==> config.mk <==
export PLATFORM = sky130hd
export DESIGN_NAME = hazard_stall_unit
export DESIGN_NICKNAME = d
export VERILOG_FILES = /design/src/rtl/hazard_stall_unit.sv
export SDC_FILE = /design/constraint.sdc
export NUM_CORES = 1
export LEC_CHECK = 0
export CORE_UTILIZATION = 40
export DETAILED_ROUTE_END_ITERATION = 10
export GPL_ROUTABILITY_DRIVEN = 1
export PLACE_DENSITY_LB_ADDON = 0.15
export SYNTH_ARGS = -nofsm -noshare
export SYNTH_HDL_FRONTEND = slang
export SYNTH_SLANG_ARGS = --single-unit
export TNS_END_PERCENT = 5
==> constraint.sdc <==
create_clock -name clock -period 4.05 [get_ports clock]
set_input_delay 0.405 -clock clock [delete_from_list [all_inputs] [get_ports clock]]
set_output_delay 0.405 -clock clock [all_outputs]
set_load 0.01 [all_outputs]
==> src/rtl/hazard_stall_unit.sv <==
// Pipeline hazard/stall controller: load-use and branch-operand hazard detection,
// ID-stage compare forwarding, and multi-cycle MUL occupancy sequencing of EX.
module hazard_stall_unit #(
    parameter int unsigned REG_AW      = 5,
    parameter int unsigned MUL_LATENCY = 4,
    parameter int unsigned CNT_W       = 4
) (
    input  logic              clock,
    input  logic              reset_n,
    input  logic [REG_AW-1:0] id_rs,
    input  logic [REG_AW-1:0] id_rt,
    input  logic              id_use_rs,
    input  logic              id_use_rt,
    input  logic              id_cmp_rs,
    input  logic              id_cmp_rt,
    input  logic              id_is_mul,
    input  logic [REG_AW-1:0] ex_rd,
    input  logic              ex_reg_write,
    input  logic              ex_mem_read,
    input  logic [REG_AW-1:0] mem_rd,
    input  logic              mem_reg_write,
    input  logic              mem_mem_read,
    input  logic [REG_AW-1:0] wb_rd,
    input  logic              wb_reg_write,
    output logic              stall_if,
    output logic              stall_id,
    output logic              stall_ex,
    output logic              bubble_ex,
    output logic              bubble_mem,
    output logic [1:0]        fwd_id_a,
    output logic [1:0]        fwd_id_b,
    output logic              mul_busy
);

    localparam logic [0:0]       ST_IDLE     = 1'b0;
    localparam logic [0:0]       ST_MUL_BUSY = 1'b1;
    localparam logic [CNT_W-1:0] CNT_LOAD    = CNT_W'(MUL_LATENCY - 1);
    localparam logic [CNT_W-1:0] CNT_ONE     = CNT_W'(1);
    localparam logic             MUL_MULTI   = (MUL_LATENCY > 1);

    localparam logic [1:0] FWD_RF  = 2'b00;
    localparam logic [1:0] FWD_MEM = 2'b01;
    localparam logic [1:0] FWD_WB  = 2'b10;

    logic [0:0]       state_q, state_d;
    logic [CNT_W-1:0] cnt_q, cnt_d;

    logic ex_hit_rs, ex_hit_rt;
    logic mem_hit_rs, mem_hit_rt;
    logic wb_hit_rs, wb_hit_rt;
    logic load_use, cmp_hazard, data_stall;

    // Register 0 is hardwired, so a write to it never produces a dependency.
    function automatic logic reg_match(input logic              we,
                                       input logic [REG_AW-1:0] rd,
                                       input logic [REG_AW-1:0] src);
        return we & (rd == src) & (src != '0);
    endfunction

    always_comb begin
        ex_hit_rs  = reg_match(ex_reg_write,  ex_rd,  id_rs);
        ex_hit_rt  = reg_match(ex_reg_write,  ex_rd,  id_rt);
        mem_hit_rs = reg_match(mem_reg_write, mem_rd, id_rs);
        mem_hit_rt = reg_match(mem_reg_write, mem_rd, id_rt);
        wb_hit_rs  = reg_match(wb_reg_write,  wb_rd,  id_rs);
        wb_hit_rt  = reg_match(wb_reg_write,  wb_rd,  id_rt);
    end

    // Load in EX feeding any consumer, or an ID-stage compare whose value is not yet available.
    always_comb begin
        load_use   = ex_mem_read &
                     ((ex_hit_rs & (id_use_rs | id_cmp_rs)) |
                      (ex_hit_rt & (id_use_rt | id_cmp_rt)));
        cmp_hazard = (id_cmp_rs & ((ex_hit_rs & ~ex_mem_read) | (mem_hit_rs & mem_mem_read))) |
                     (id_cmp_rt & ((ex_hit_rt & ~ex_mem_read) | (mem_hit_rt & mem_mem_read)));
        data_stall = load_use | cmp_hazard;
    end

    // MEM ALU result is newer than WB, so it wins when both match.
    always_comb begin
        fwd_id_a = FWD_RF;
        fwd_id_b = FWD_RF;
        if (mem_hit_rs & ~mem_mem_read) begin
            fwd_id_a = FWD_MEM;
        end else if (wb_hit_rs) begin
            fwd_id_a = FWD_WB;
        end
        if (mem_hit_rt & ~mem_mem_read) begin
            fwd_id_b = FWD_MEM;
        end else if (wb_hit_rt) begin
            fwd_id_b = FWD_WB;
        end
    end

    always_ff @(posedge clock or negedge reset_n) begin
        if (!reset_n) begin
            state_q <= ST_IDLE;
            cnt_q   <= '0;
        end else begin
            state_q <= state_d;
            cnt_q   <= cnt_d;
        end
    end

    // A MUL held off by a data hazard stays in ID and is re-evaluated next cycle.
    always_comb begin
        state_d = state_q;
        cnt_d   = cnt_q;
        case (state_q)
            ST_IDLE: begin
                if (id_is_mul & ~data_stall & MUL_MULTI) begin
                    state_d = ST_MUL_BUSY;
                    cnt_d   = CNT_LOAD;
                end
            end
            ST_MUL_BUSY: begin
                cnt_d = cnt_q - CNT_ONE;
                if (cnt_q == CNT_ONE) begin
                    state_d = ST_IDLE;
                end
            end
            default: begin
                state_d = ST_IDLE;
                cnt_d   = '0;
            end
        endcase
    end

    // MUL occupancy overrides data hazards; everything is forced low during reset.
    always_comb begin
        stall_if   = 1'b0;
        stall_id   = 1'b0;
        stall_ex   = 1'b0;
        bubble_ex  = 1'b0;
        bubble_mem = 1'b0;
        mul_busy   = 1'b0;
        if (reset_n) begin
            if (state_q == ST_MUL_BUSY) begin
                stall_if   = 1'b1;
                stall_id   = 1'b1;
                stall_ex   = 1'b1;
                bubble_mem = 1'b1;
                mul_busy   = 1'b1;
            end else if (data_stall) begin
                stall_if  = 1'b1;
                stall_id  = 1'b1;
                bubble_ex = 1'b1;
            end
        end
    end

endmodule

==> summary.md, run 1 <==
| Metric | Value |
|---|---|
| Count leader, synth | `xnor2_1` |
| Net Count, Synth | `133` |
| IO buf count | `46` |
| Total grt overflow | `0` |
| Sequential area share after synthesis | `around 16%` |
| Number of cells on the worst reg-to-reg path | `3` |
| Worst-margin pin slew | `between 0.6 and 0.7 ns` |
| HP Class | `in -> async` |
| Top cells by area, synth | `xnor2_1 (28%), dfrtp_1 (16%), xor2_1 (8.8%)` |
| Final Cell Area | `0.00128 sq mm` |
| Hpwl dp | `between 1500 and 2000 microns` |
| CP Launch Type | `input pin` |
| # rows | `15` |
| H-tree depth | `1` |
| Leakage power | `between 0.4 and 0.5 nW` |
| Fin. Hold Viols | `0` |
| Fmax | `about 300 MHz` |
| Slew Viols, Final | `0` |
| Syn avg cell area | `about 8.5 sq um` |
| Met1 usage in global routing | `about a quarter` |
| Psw | `around 0.14 mW` |
| # IOs | `between 40 and 50` |
| Worst EP arrival | `2.95 ns` |
| Die width | `~47 microns` |
| Post-synth EDFFs | `0` |
| Ant diodes | `0` |
| Post-layout min period | `~3.4 ns` |
| CP max FO | `4` |
| Status | `finished clean` |
| Seq cells post-synth | `5` |
| CTS tree | `built` |
| Required @ worst endpoint | `3.64 ns` |
| Placer Congestion | `just over 0.8` |
| Multiplexer share of the synthesized area | `0%` |
| Met2 Use GR | `a little over two fifths` |
| Drt first pass iters | `4` |
| Largest family of logic cells by synthesized area | `XOR/XNOR gates` |
| Crit share post-route | `82.9%` |
| Vias in the first global route | `between 900 and 1,000` |
| First-pass GRT wire length | `3530 microns` |
| Proportion of power drawn by the clock network | `16.1%` |
| Clk buf depth | `2` |
| Int Pwr | `around 0.23 mW` |
| Iteration-0 DRC count of the detailed router | `6` |
| Flop pwr share | `between 20 and 30%` |
| Initial Utilization | `~44%` |
| Xor/xnor share of the synthesized area | `between 30% and 40%` |
| Number of remaining DRC errors | `0` |
| Switching Share | `a little under two fifths` |
| Unrepaired setup endpoints after global routing | `no` |
| Total GRT Usage | `22.5%` |
| Combinational power share | `a little under three fifths` |
| Peak VDD IR | `194 uV` |
| Mapped cell area | `approximately 790 sq um` |
| Die area | `0.00217 sq mm` |
| # hold bufs at CTS | `0` |
| Crit Path Category | `in -> out` |
| Core Footprint | `approximately 0.0018 sq mm` |
| Num Clock Sinks | `5` |
| Worst setup EP type | `output port` |
| Vias/cell | `5.16` |
| Clk_skew | `~0.002 ns` |
| GR Util met3 | `slightly below 2%` |
| Largest net degree at the start of global routing | `12` |
| Post-cts resize count | `0` |
| Setup TNS | `0 ns` |
| Routed Antenna Nets | `0` |
| CTS buffer count | `3` |
| Post-Synth Simple-Gate Area | `33.5%` |
| Reg2reg setup slack | `roughly 2.8 ns` |
| Post-Syn Instances | `94` |
| Final #Nets | `180` |
| Die Span Y | `46.6 microns` |
| Complex-gate fraction of the synthesized area | `between 6 and 7%` |
| Synth top area share | `between 20 and 30%` |
| Initial antenna violation count | `0` |
| Power per Cell Area | `291 mW/mm^2` |
| Yosys warning count | `0` |
| Global route hottest layer | `met2` |
| Post-CTS Setup Bufs | `0` |
| Worst hold margin | `a little over 0.4 ns` |
| Worst skew pair latency | `0.25 ns` |
| Main synth FF type | `dfrtp_1` |
| Synth area leader | `xnor2_1` |
| Fraction of layout cells with a size suffix above 1 | `a little under a tenth` |
| Reg clk slew, reported paths | `~0.05 ns` |
| Post-synth top cells | `xnor2_1 (25), xor2_1 (8), nand2_1 (7), dfrtp_1 (5)` |
| # fillers | `160` |
| WL final | `approximately 2200 microns` |
| Adder-Cell Fraction of Synth Area | `3.15%` |
| Area delta synth->final | `61.4%` |
| Mean routed wirelength per cell | `roughly 13 microns` |
| Worst slew margin | `between 50% and 60%` |
| Root buffer cell | `clkbuf_4` |
| Library cells used by synthesis | `26` |
| Synth async-reset ratio | `100%` |
| Final setup violating endpoints | `0` |
| Post-DP Area | `between 0.001 and 0.0015 sq mm` |
| Vias | `about 850` |
| Max cap viols | `0` |
==> path summary, 6_finish.rpt <==
kind                       startpoint        end
max                          id_rs[2]  bubble_ex
min                           reset_n    state_q
max reg2reg                   state_q   cnt_q[3]
min reg2reg                  cnt_q[3]   cnt_q[3]
max in group asynchronous     reset_n   cnt_q[2]
min in group clock           cnt_q[3]   cnt_q[3]
==> layout make-up <==
class / count / area [sq um] / area share, %
repair buffers: 46 / 460 / 35.9
flip-flops and latches: 5 / 125 / 9.76
inverters: 2 / 7.51 / 0.585
well taps: 25 / 31.3 / 2.44
clock buffers: 4 / 26.3 / 2.05
multi-input cells: 83 / 632 / 49.3
==> stage by stage <==
stage | std cells | total power, mW | utilization [%] | worst slack (ns)
global placement | 161 | 0.303 | 69.7 | 0.734
global route | 165 | 0.398 | 71.2 | 0.601
finish | 165 | 0.374 | 71.2 | 0.694
CTS | 165 | 0.374 | 71.2 | 0.710
floorplan | 94 | 0.228 | - | 1.62
detailed placement | 161 | 0.310 | 69.7 | 0.709
==> layout by cell type (no fill, tap or decap), drive strengths merged <==
cell,instances
o21ai,3
nand2,7
xnor2,25
nor2b,2
nor3,2
ha,2
o21a,1
nor4,4
nor4b,3
clkbuf,4
nand2b,1
or4,3
nor3b,1
inv,2
a31o,1
nand3,4
clkdlybuf4s50,46
and2,1
xor2,8
and4bb,1
nor2,4
nand4,4
dfrtp,5
or3,2
a21oi,4
==> worst max-delay path, stage by stage <==
cell and delay (ns):
clkdlybuf4s50_1 0.54, or4_4 0.58, nor2_4 0.14, nor3_2 0.07, nor4_1 0.61, nor3b_1 0.10
clkdlybuf4s50_1 0.50
==> kinds of logic after synthesis <==
logic type               after synthesis
AO/OA/AOI/OAI                          9
XOR/XNOR                              33
adder cells (fa/ha/maj)                2
buffers and inverters                  6
flip-flops                             5
AND/OR/NAND/NOR                       39
==> power by group through the flow <==
stage	sequential [mW]	combinational [mW]	clock [mW]
final	0.104	0.209	0.0600
after global routing	0.107	0.228	0.0624
after CTS	0.103	0.211	0.0602
after detailed placement	0.103	0.207	0
after global placement	0.102	0.201	0
after floorplan	0.0878	0.140	0
==> sequential cells by signal (all words and copies together), names as in the netlist <==
register / count
cnt_q: 4
state_q: 1
==> per-layer routing <==
metal / vias up / part of all wire [%] / wire length, microns
li1: 423 / - / -
met1: 395 / 41 / 900
met2: 31 / 54 / 1190
met3: 3 / 3.8 / 84
met4: 0 / 0.64 / 14
met5: - / 0 / 0
(Power assumes the default switching activity.)
==> inputs of run 2 (changes only) <==
--- a/config.mk
+++ b/config.mk
@@ -5,7 +5,8 @@
 export SDC_FILE = /design/constraint.sdc
 export NUM_CORES = 1
 export LEC_CHECK = 0
-export CORE_UTILIZATION = 40
+export CORE_ASPECT_RATIO = 1.75
+export CORE_UTILIZATION = 34
 export DETAILED_ROUTE_END_ITERATION = 10
 export GPL_ROUTABILITY_DRIVEN = 1
 export PLACE_DENSITY_LB_ADDON = 0.15
==> constraint.sdc (replaced) <==
create_clock -name clock -period 2.9 [get_ports clock]
set_input_delay 0.29 -clock clock [delete_from_list [all_inputs] [get_ports clock]]
set_output_delay 0.29 -clock clock [all_outputs]
set_load 0.01 [all_outputs]
==> run 2 against run 1 <==
  * Critical path depth is the same
  * Via count is 8.6% higher
  * Register-to-register slack got worse by 1.1 ns
  * Utilization is 6.0 points lower
  * Clock skew decreased by 0.0015 ns
  * Clock-buffer cell count is the same
  * Global-route usage is 2.0 points lower
  * Non-clock buffer count is 15 higher
  * Wire length increased by 5.7%
  * Critical endpoint is now stall_if
  * Largest cell class unchanged
==> summary.md, run 2 (synthesis results as in run 1) <==
| Metric | Value |
|---|---|
| Status | `finished clean` |
| Leakage power | `roughly 0.55 nW` |
| Final Cell Area | `0.00140 sq mm` |
| Num Clock Sinks | `5` |
| Area delta synth->final | `76.1%` |
| Final #Nets | `approximately 200` |
| Routed Antenna Nets | `0` |
| CP Buf/Inv Count | `2` |
| Fmax | `~360 MHz` |
| Placer Congestion | `0.765` |
| Die width | `~39 microns` |
| Fin. Hold Viols | `0` |
| Largest net degree at the start of global routing | `12` |
| Vias in the first global route | `between 900 and 1,000` |
| Clk_skew | `between 0.0005 and 0.0006 ns` |
| Fraction of layout cells with a size suffix above 1 | `18.7%` |
| H-tree depth | `1` |
| Final Power | `between 0.5 and 0.6 mW` |
| Final setup violating endpoints | `0` |
| Worst setup EP type | `output port` |
| Reg2reg setup slack | `between 1.5 and 2 ns` |
| First-pass GRT wire length | `roughly 3700 microns` |
| Unrepaired setup endpoints after global routing | `no` |
| Worst EP arrival | `2.48 ns` |
| Biggest registers after layout | `cnt_q x4, state_q x1` |
| Reg with most FFs | `cnt_q` |
| Crit share post-route | `between 90% and 100%` |
| Max cap viols | `0` |
| Total grt overflow | `0` |
| Initial antenna violation count | `0` |
| Peak VDD IR | `~150 uV` |
| Die area | `0.00254 sq mm` |
| # rows | `22` |
| CP peak stage delay | `~0.55 ns` |
| Slew Viols, Final | `0` |
| CTS buffer count | `3` |
| Worst slew margin | `between 70% and 80%` |
| IO buf count | `46` |
| Finished Core Util | `roughly two thirds` |
| Total GRT Usage | `about 20%` |
| Reg clk slew, reported paths | `approximately 0.04 ns` |
| Number of cells on the worst reg-to-reg path | `3` |
| Iteration-0 DRC count of the detailed router | `16` |
| Most common cell after layout, fill and taps aside | `clkdlybuf4s50_1` |
| Top cell family by delay on the critical path | `simple AND/OR/NAND/NOR gates` |
| Mean routed wirelength per cell | `roughly 13 microns` |
| Critical-path cell list | `clkdlybuf4s50_1 > or4_4 > nor2_4 > nor4b_2 > or4_4 > o21a_1 > dlygate4sd2_1` |
| # IOs | `47` |
| Worst-margin pin slew | `about 0.41 ns` |
| Crit Path Category | `in -> out` |
| CTS tree | `built` |
| Number of remaining DRC errors | `0` |
| WL final | `2320 microns` |
| Post-DP Area | `between 0.001 and 0.0015 sq mm` |
| Required @ worst endpoint | `between 2 and 3 ns` |
| RR Startpoint | `state_q` |
| Drt first pass iters | `2` |
| CP max FO | `3` |
| Post-layout min period | `between 2 and 3 ns` |
| Vias | `925` |
| Max FFs per register | `4` |
| Root buffer cell | `clkbuf_4` |
| Power per Cell Area | `372 mW/mm^2` |
| Vias/cell | `5.17` |
| # hold bufs at CTS | `0` |
| Ant diodes | `0` |
| Crit-path slowest cell | `or4_4` |
| HP Class | `in -> async` |
| Worst skew pair latency | `about 0.24 ns` |
| RR Endpoint | `cnt_q[3]` |
| Most frequent cells in the layout | `clkdlybuf4s50_1 (42), xnor2_1 (25), buf_4 (15), xor2_1 (8), nand2_1 (7)` |
| CP Launch Type | `input pin` |
| Hpwl dp | `about 2100 microns` |
| Initial Utilization | `37.0%` |
| Die Span Y | `around 66 microns` |
| Clk buf depth | `2` |
| CP dominant cell by count | `or4_4` |
| Core Footprint | `0.00215 sq mm` |
run 2: cell types whose count changed in the layout (fill, tap and decap cells not counted), sizes merged:
cell,delta
buf,+15
clkdlybuf4s50,-4
dlygate4sd2,+3
dlymetal6s2s,+1
run 2: layer usage:
layer	vias up	wire, microns	GRT usage, %
met4	0	66	13.4
li1	450	-	-
met5	-	0	0
met1	433	702	16.0
met3	6	68	0.337
met2	36	1480	42.3
run 2: metrics by stage:
step	std cells	worst slack [ns]	setup TNS [ns]	hold slack (ns)
3_5_place_dp	175	-0.0931	-0.206	0.564
6_report	179	0.126	0	0.314
4_1_cts	179	0.0464	0	0.313
2_1_floorplan	94	0.696	0	-0.00559
3_3_place_gp	175	-0.0695	-0.138	0.546
5_1_grt	179	0.0502	0	0.316
run 2: worst max path at each step:
stage               startpoint        end  slack, ns  cells past startpoint
CTS                   id_rs[4]  bubble_ex       0.05                      8
floorplan             id_rt[1]   stall_if       0.70                      6
detailed placement    id_rt[1]   stall_if      -0.09                      7
finish                id_rt[1]   stall_if       0.13                      7
global placement      id_rt[1]   stall_id      -0.07                      7
global route          id_rt[1]   stall_if       0.05                      7
run 2: layout make-up:
type | count | area [sq um]
Fill cell | 207 | 748
Multi-Input combinational cell | 83 | 638
Timing Repair Buffer | 61 | 572
Sequential cell | 5 | 125
Tap cell | 24 | 30.0
Clock buffer | 4 | 26.3
Inverter | 2 | 7.51
run 2: what timing repair did:
item,CTS,global route
resized for setup,3,2
buffers inserted,0,0
setup endpoints to repair,3,1
run 2: report_power, final:
part           internal [mW]  switching (mW)  leakage [nW]  total (mW)
combinational          0.173           0.127         0.473       0.299
sequential             0.103          0.0408        0.0586       0.143
clock                 0.0519          0.0265        0.0150      0.0784
run 2: worst register-to-register path, stage by stage, from the launching register on:
cell,delay (ns)
dfrtp_1,0.51
nor4b_1,0.36
xnor2_1,0.17
a21oi_1,0.06
